===== config.mk =====
export PLATFORM = sky130hd
export DESIGN_NAME = rr_arbiter_flat
export DESIGN_NICKNAME = d
export VERILOG_FILES = /design/src/rtl/rr_arbiter_pkg.sv /design/src/rtl/rr_arbiter_if.sv /design/src/rtl/priority_encoder.sv /design/src/rtl/rr_arbiter.sv /design/src/flat_wrapper.sv
export SDC_FILE = /design/constraint.sdc
export NUM_CORES = 1
export LEC_CHECK = 0
export ABC_AREA = 1
export BUFFER_PORTS_ARGS = -buffer_cell sky130_fd_sc_hd__buf_4
export CAP_MARGIN = 5
export CORE_ASPECT_RATIO = 1.25
export CORE_UTILIZATION = 33
export CTS_CLUSTER_DIAMETER = 80
export DETAILED_ROUTE_END_ITERATION = 12
export MAX_ROUTING_LAYER = met4
export SYNTH_ARGS = -nofsm -noshare
export SYNTH_HDL_FRONTEND = slang
export SYNTH_HIERARCHICAL = 1
export SYNTH_SLANG_ARGS = --single-unit

===== constraint.sdc =====
create_clock -name clk_i -period 3.25 [get_ports clk_i]
set_input_delay 0.325 -clock clk_i [delete_from_list [all_inputs] [get_ports clk_i]]
set_output_delay 0.325 -clock clk_i [all_outputs]
set_load 0.005 [all_outputs]

===== src/rtl/rr_arbiter_pkg.sv =====
// Shared types and defaults for the round-robin arbiter and its priority encoders.
// Encoder core selectors are macros so instantiations elsewhere in the codebase keep compiling.
`ifndef V1_LINEAR
`define V1_LINEAR 1
`endif
`ifndef V2_GENERIC
`define V2_GENERIC 2
`endif

package rr_arbiter_pkg;

    localparam int ARB_NUM_REQ_DEFAULT  = 8;
    localparam int ARB_MAX_HOLD_DEFAULT = 16;

    typedef enum logic {ARB_IDLE, ARB_BUSY} arb_state_t;

endpackage


===== src/rtl/rr_arbiter_if.sv =====
// Requester-side bundle of the round-robin arbiter.
// Handshake: a requester holds req_i[k] until it sees grant_o[k]; while grant_valid_o is high
// the grant is stable, and done_i (or dropping req_i[k]) hands the resource back at the next edge.
interface rr_arbiter_if #(
    parameter int NUM_REQ = rr_arbiter_pkg::ARB_NUM_REQ_DEFAULT
);
    localparam int IDX_W = $clog2(NUM_REQ);

    logic [NUM_REQ-1:0]       req_i;
    logic                     done_i;
    logic [NUM_REQ-1:0]       grant_o;
    logic [IDX_W-1:0]         grant_idx_o;
    logic                     grant_valid_o;
    logic                     timeout_o;
    rr_arbiter_pkg::arb_state_t dbg_state_o;

    modport master (
        output req_i, done_i,
        input  grant_o, grant_idx_o, grant_valid_o, timeout_o, dbg_state_o
    );

    modport slave (
        input  req_i, done_i,
        output grant_o, grant_idx_o, grant_valid_o, timeout_o, dbg_state_o
    );
endinterface


===== src/rtl/priority_encoder.sv =====
// Highest-set-bit priority encoder; valid_o flags a nonzero input.
// Both cores give identical results, they differ only in loop structure.
module priority_encoder #(
    parameter int CORE_VERSION = `V2_GENERIC,
    parameter int DATA_WIDTH   = 8,
    localparam int IDX_W       = (DATA_WIDTH > 1) ? $clog2(DATA_WIDTH) : 1
) (
    input  logic [DATA_WIDTH-1:0] data_i,
    output logic [IDX_W-1:0]      idx_o,
    output logic                  valid_o
);
    generate
        if (CORE_VERSION == `V2_GENERIC) begin : g_v2
            // Ascending scan: the last set bit seen is the highest one.
            always_comb begin
                idx_o = '0;
                for (int i = 0; i < DATA_WIDTH; i++) begin
                    if (data_i[i]) idx_o = IDX_W'(i);
                end
            end
        end else begin : g_v1
            logic found;
            always_comb begin
                idx_o = '0;
                found = 1'b0;
                for (int i = DATA_WIDTH - 1; i >= 0; i--) begin
                    if (data_i[i] && !found) begin
                        idx_o = IDX_W'(i);
                        found = 1'b1;
                    end
                end
            end
        end
    endgenerate

    assign valid_o = |data_i;
endmodule


===== src/rtl/rr_arbiter.sv =====
// Round-robin arbiter: one registered one-hot grant, held until done, withdrawal or timeout.
// Priority is highest-index-first below the last holder, wrapping to the full vector.
module rr_arbiter
    import rr_arbiter_pkg::*;
#(
    parameter int NUM_REQ  = ARB_NUM_REQ_DEFAULT,
    parameter int MAX_HOLD = ARB_MAX_HOLD_DEFAULT
) (
    input logic         clk_i,
    input logic         rst_n_i,
    rr_arbiter_if.slave bus
);
    localparam int IDX_W  = $clog2(NUM_REQ);
    localparam int CNT_W  = (MAX_HOLD > 0) ? $clog2(MAX_HOLD + 1) : 1;
    localparam bit HOLD_EN = (MAX_HOLD > 0);
    localparam logic [CNT_W-1:0] HOLD_LAST = CNT_W'(HOLD_EN ? MAX_HOLD - 1 : 0);

    arb_state_t         state_q, state_d;
    logic [NUM_REQ-1:0] grant_q, grant_d;
    logic [IDX_W-1:0]   grant_idx_q, grant_idx_d;
    logic [IDX_W-1:0]   last_idx_q, last_idx_d;
    logic [CNT_W-1:0]   hold_cnt_q, hold_cnt_d;
    logic               timeout_q, timeout_d;

    logic [NUM_REQ-1:0] cand, rot_mask, masked, win_oh;
    logic [IDX_W-1:0]   ptr, m_idx, u_idx, win_idx;
    logic               m_valid, u_valid, win_valid;
    logic               rel_done, rel_wd, rel_to, release_now;

    // The releasing holder is excluded from the handover and becomes the rotation pointer at once.
    always_comb begin
        rel_done    = bus.done_i;
        rel_wd      = ~bus.req_i[grant_idx_q];
        rel_to      = HOLD_EN && (hold_cnt_q == HOLD_LAST);
        release_now = (state_q == ARB_BUSY) && (rel_done || rel_wd || rel_to);
        cand        = (state_q == ARB_BUSY) ? (bus.req_i & ~grant_q) : bus.req_i;
        ptr         = release_now ? grant_idx_q : last_idx_q;
        rot_mask    = '0;
        for (int i = 0; i < NUM_REQ; i++) begin
            rot_mask[i] = (IDX_W'(i) < ptr);
        end
        masked = cand & rot_mask;
    end

    priority_encoder #(.CORE_VERSION(`V2_GENERIC), .DATA_WIDTH(NUM_REQ)) u_enc_masked (
        .data_i (masked),
        .idx_o  (m_idx),
        .valid_o(m_valid)
    );

    priority_encoder #(.CORE_VERSION(`V2_GENERIC), .DATA_WIDTH(NUM_REQ)) u_enc_full (
        .data_i (cand),
        .idx_o  (u_idx),
        .valid_o(u_valid)
    );

    always_comb begin
        win_valid       = m_valid | u_valid;
        win_idx         = m_valid ? m_idx : u_idx;
        win_oh          = '0;
        win_oh[win_idx] = 1'b1;
    end

    always_comb begin
        state_d     = state_q;
        grant_d     = grant_q;
        grant_idx_d = grant_idx_q;
        last_idx_d  = last_idx_q;
        hold_cnt_d  = hold_cnt_q;
        timeout_d   = 1'b0;
        case (state_q)
            ARB_IDLE: begin
                if (win_valid) begin
                    state_d     = ARB_BUSY;
                    grant_d     = win_oh;
                    grant_idx_d = win_idx;
                    hold_cnt_d  = '0;
                end
            end
            ARB_BUSY: begin
                if (release_now) begin
                    last_idx_d = grant_idx_q;
                    timeout_d  = rel_to && !rel_done && !rel_wd;
                    hold_cnt_d = '0;
                    if (win_valid) begin
                        grant_d     = win_oh;
                        grant_idx_d = win_idx;
                    end else begin
                        state_d     = ARB_IDLE;
                        grant_d     = '0;
                        grant_idx_d = '0;
                    end
                end else if (hold_cnt_q != '1) begin
                    hold_cnt_d = hold_cnt_q + CNT_W'(1);
                end
            end
            default: state_d = ARB_IDLE;
        endcase
    end

    always_ff @(posedge clk_i or negedge rst_n_i) begin
        if (!rst_n_i) begin
            state_q     <= ARB_IDLE;
            grant_q     <= '0;
            grant_idx_q <= '0;
            last_idx_q  <= '0;
            hold_cnt_q  <= '0;
            timeout_q   <= 1'b0;
        end else begin
            state_q     <= state_d;
            grant_q     <= grant_d;
            grant_idx_q <= grant_idx_d;
            last_idx_q  <= last_idx_d;
            hold_cnt_q  <= hold_cnt_d;
            timeout_q   <= timeout_d;
        end
    end

    assign bus.grant_o       = grant_q;
    assign bus.grant_idx_o   = grant_idx_q;
    assign bus.grant_valid_o = (state_q == ARB_BUSY);
    assign bus.timeout_o     = timeout_q;
    assign bus.dbg_state_o   = state_q;
endmodule


===== src/flat_wrapper.sv =====
// flat-port wrapper written by rule: the top's interface ports become plain ports
module rr_arbiter_flat import rr_arbiter_pkg::*;
#(
    parameter int NUM_REQ  = ARB_NUM_REQ_DEFAULT,
    parameter int MAX_HOLD = ARB_MAX_HOLD_DEFAULT
)
  (clk_i, rst_n_i, bus_req_i, bus_done_i, bus_grant_o, bus_grant_idx_o, bus_grant_valid_o, bus_timeout_o, bus_dbg_state_o);
  rr_arbiter_if #(.NUM_REQ(NUM_REQ)) bus_i ();
  input logic clk_i;
  input logic rst_n_i;
  input wire logic [$bits(bus_i.req_i)-1:0] bus_req_i;
  input wire logic [$bits(bus_i.done_i)-1:0] bus_done_i;
  output wire logic [$bits(bus_i.grant_o)-1:0] bus_grant_o;
  output wire logic [$bits(bus_i.grant_idx_o)-1:0] bus_grant_idx_o;
  output wire logic [$bits(bus_i.grant_valid_o)-1:0] bus_grant_valid_o;
  output wire logic [$bits(bus_i.timeout_o)-1:0] bus_timeout_o;
  output wire logic [$bits(bus_i.dbg_state_o)-1:0] bus_dbg_state_o;
  assign bus_i.req_i = bus_req_i;
  assign bus_i.done_i = bus_done_i;
  assign bus_grant_o = bus_i.grant_o;
  assign bus_grant_idx_o = bus_i.grant_idx_o;
  assign bus_grant_valid_o = bus_i.grant_valid_o;
  assign bus_timeout_o = bus_i.timeout_o;
  assign bus_dbg_state_o = bus_i.dbg_state_o;
  rr_arbiter #(.NUM_REQ(NUM_REQ), .MAX_HOLD(MAX_HOLD)) u_core (.clk_i(clk_i), .rst_n_i(rst_n_i), .bus(bus_i));
endmodule

==> flow_metrics.py <==
metrics = {
    "drt": {
        "drtIter0Drc": 66,
        "ant_nets": 0,
        "wl_um": 3580,
        "vias": 1395,
        "vias_per_cell": 4.59,
        "wl_per_cell_um": 11.8,
        "drc": 0,
        "firstDrtPassIters": 4,
    },
    "critical_path": {
        "crit_chain": "ha_2 -> and3_1 -> ha_1 -> inv_2 -> nand4_4 -> nand2_4 -> nand2_2 -> nand2_2 -> inv_2 -> nor2_4 -> nor2_1 -> inv_1 -> nand2_1 -> nor3_2 -> nand3_2 -> mux2i_2 -> o21ai_1 -> buf_4 -> o31ai_2",
        "r2r_cells": 19,
        "slowest_stage": "dfrtp_1",
        "required_ps": 3410,
        "startpoint_type": "register",
        "arrival_ps": 3180,
        "crit_type": "register to register",
        "critPathBufInv": 4,
        "r2r-start": "u_core/hold_cnt_q[0]",
        "rr_endpoint": "u_core/bus.grant_o[2]",
        "end_kind": "register",
        "rrSetupSlack_ps": 230,
        "cp_slowest_stage_delay_ps": 420,
        "cp_max_fo": 6,
        "cpLargestDelayFamily": "simple AND/OR/NAND/NOR gates",
    },
    "place": {
        "routabilityCongestion": 0.977,
        "numPortBuffers": 24,
        "hpwl_um": 2820,
    },
    "yosys": {
        "synth_fa_ha_area_share_pct": 2.63,
        "synth_area_um2": 1430,
        "synthFlopType": "dfrtp_1",
        "async_reset_ff_share_pct": 100,
        "synth-edff-count": 0,
        "yosys.area_share.simple_pct": 35.2,
        "synth_compound_area_share_pct": 9.66,
        "ys_ff_latch": 21,
        "yosys-top-cells-count": "68 x nand2_1, 44 x inv_1, 21 x dfrtp_1",
        "syn_inst": 214,
        "synth_top_family_by_area": "simple AND/OR/NAND/NOR gates",
        "synth.mux.area_fraction_pct": 0.702,
        "post-synth-top-area-cell": "dfrtp_1",
        "ys_warn_count": 6,
        "synth.most_common_cell": "nand2_1",
        "ys_seq_area_share_pct": 36.9,
        "synth.avg_cell_area_um2": 6.66,
        "synth.distinct_cells": 26,
        "yosys.area.top_type_share_pct": 36.9,
        "synth_xor_area_share_pct": 1.23,
        "synthTopCellsByArea": "dfrtp_1 37%, nand2_1 18%, inv_1 12%, nand3_1 6.7%, nor2_1 4.0%",
    },
    "pwr": {
        "powerDensity_nw_per_um2": 799,
        "p_leak_nw": 1.02,
        "power_w": 0.00148,
        "ir_drop_uv": 224,
    },
    "floorplanning": {
        "fp-row-count": 26,
        "initial_core_util_pct": 34.8,
        "die_h_um": 75.5,
        "die_area_um2": 4590,
        "die_w_um": 60.8,
        "io_pins": 25,
        "coreArea_um2": 4100,
    },
    "layout": {
        "drive_gt1_share_pct": 24.2,
        "post-route-util_pct": 45.2,
        "antenna_cells": 0,
        "nets": 263,
        "area_growth_syn_to_layout_pct": 30.0,
    },
    "grt": {
        "grt_pass1_wl_um": 5720,
        "track_usage_pct": 17.4,
        "grt_max_degree": 22,
        "overflow": 0,
        "grt_pass1_vias": 1361,
        "antenna_found_initial": 0,
    },
    "sta": {
        "worstMarginPinSlew_ps": 542,
        "min_period_ps": 3020,
        "hold_violations": 0,
        "setup-tns-final_ps": 0,
        "max_slew_margin_pct": 63.9,
        "fin_skew_ps": 9.19,
        "hold_ws_ps": 388,
        "fin_crit_sh_pct": 92.8,
        "maxSlewViolCount": 0,
        "fmax_mhz": 332,
        "setup_viol": 0,
        "rsz0062_at_grt": "false",
    },
    "min_path": {
        "worstHoldStart": "bus_done_i",
        "hold_depth": 4,
        "hold_end": "u_core/bus.timeout_o",
        "min_path_type": "input port to register",
    },
    "cts": {
        "clock-root-buffer": "clkbuf_8",
        "clk_pin_slew_worst_paths_ps": 80,
        "clock-sinks": 21,
        "htreeDepth": 1,
        "cts_max_path_buffers": 2,
        "cts-buffers-inserted": 3,
        "cts_tree": "yes",
        "clock_latency_ps": 260,
    },
    "job": {
        "drv_cap": 0,
    },
    "status": {
        "outcome": "finished, final reports clean",
    },
}
## repair_timing
action / in CTS / in global routing
endpoints found under the setup margin: 0 / 16
hold buffers: 1 / 0
hold endpoints to repair: 21 / 0
resized for setup: 0 / 21
setup buffers: 0 / 1
## logic make-up (layout without fill, tap and decap cells)
kind of cell	Yosys count	in the layout
and+or+nand+nor	113	113
AOI/OAI and AO/OA	25	25
muxes	1	1
adders and majority gates	3	3
DFF	21	21
buffers and inverters	48	81
other	1	2
xor gates and xnor gates	2	2
## metal layers
metal | GRT usage, % | up-vias | share of wire, %
met2 | 31.5 | 30 | 51
met5 | - | - | 0
met3 | 2.55 | 8 | 3.8
met1 | 18.6 | 633 | 42
li1 | - | 724 | -
met4 | 7.32 | 0 | 3.1
## worst max-delay path by stage
stage,from,end,slack [ps],depth (start not counted)
global route,u_core/hold_cnt_q[0],u_core/bus.grant_o[2],0.4,19
global placement,u_core/hold_cnt_q[0],u_core/hold_cnt_q[2],190,19
floorplan,u_core/hold_cnt_q[0],u_core/hold_cnt_q[2],360,21
detailed placement,u_core/hold_cnt_q[0],u_core/hold_cnt_q[2],120,19
CTS,u_core/hold_cnt_q[0],u_core/hold_cnt_q[2],100,19
finish,u_core/hold_cnt_q[0],u_core/bus.grant_o[2],230,19
## state kept, by name (all words and copies together) (netlist names)
register                flops
u_core/last_idx_q           3
u_core/bus.timeout_o        1
u_core/bus.dbg_state_o      1
u_core/bus.grant_o          8
u_core/hold_cnt_q           5
u_core/bus.grant_idx_o      3
## report_power, final
part	switching (W)	internal, W	leakage, nW	total [W]
Sequential	0.0000720	0.000343	0.265	0.000415
Combinational	0.000536	0.000356	0.729	0.000892
Clock	0.0000863	0.0000865	0.0217	0.000173
## cells in the final DEF (no fill, tap or decap), types with 2 or more instances in the layout
master	count
nor2_1	14
a21oi_1	10
nand2_4	2
nor2_4	2
o31ai_2	4
buf_4	30
o21ai_0	2
nand4_4	2
o22ai_1	2
clkbuf_8	3
nand2_1	64
o21ai_1	7
inv_2	4
nand2_2	6
dfrtp_1	21
ha_1	2
conb_1	2
xor2_1	2
inv_1	41
nand3_1	18
## worst min-delay path, stage by stage
cell	delay, ps
buf_4	80
inv_1	90
nand3_1	100
nor2_1	40
## through the flow
stage / area, um^2 / instances / setup WS, ps
2_1_floorplan: 1430 / 215 / 363
3_3_place_gp: 1710 / 298 / 187
3_5_place_dp: 1710 / 298 / 116
4_1_cts: 1770 / 303 / 101
5_1_grt: 1850 / 304 / 0.369
6_report: 1850 / 304 / 235
## cell type report
type	instances	area [um^2]
timing repair buffer	32	255
inverter	45	169
clock inverter	1	7.51
multi-input combinational	146	785
tap	56	70.1
fill	462	2250
clock buffer	3	41.3
sequential	21	526
No activity file was read; power rests on OpenSTA's default activity.
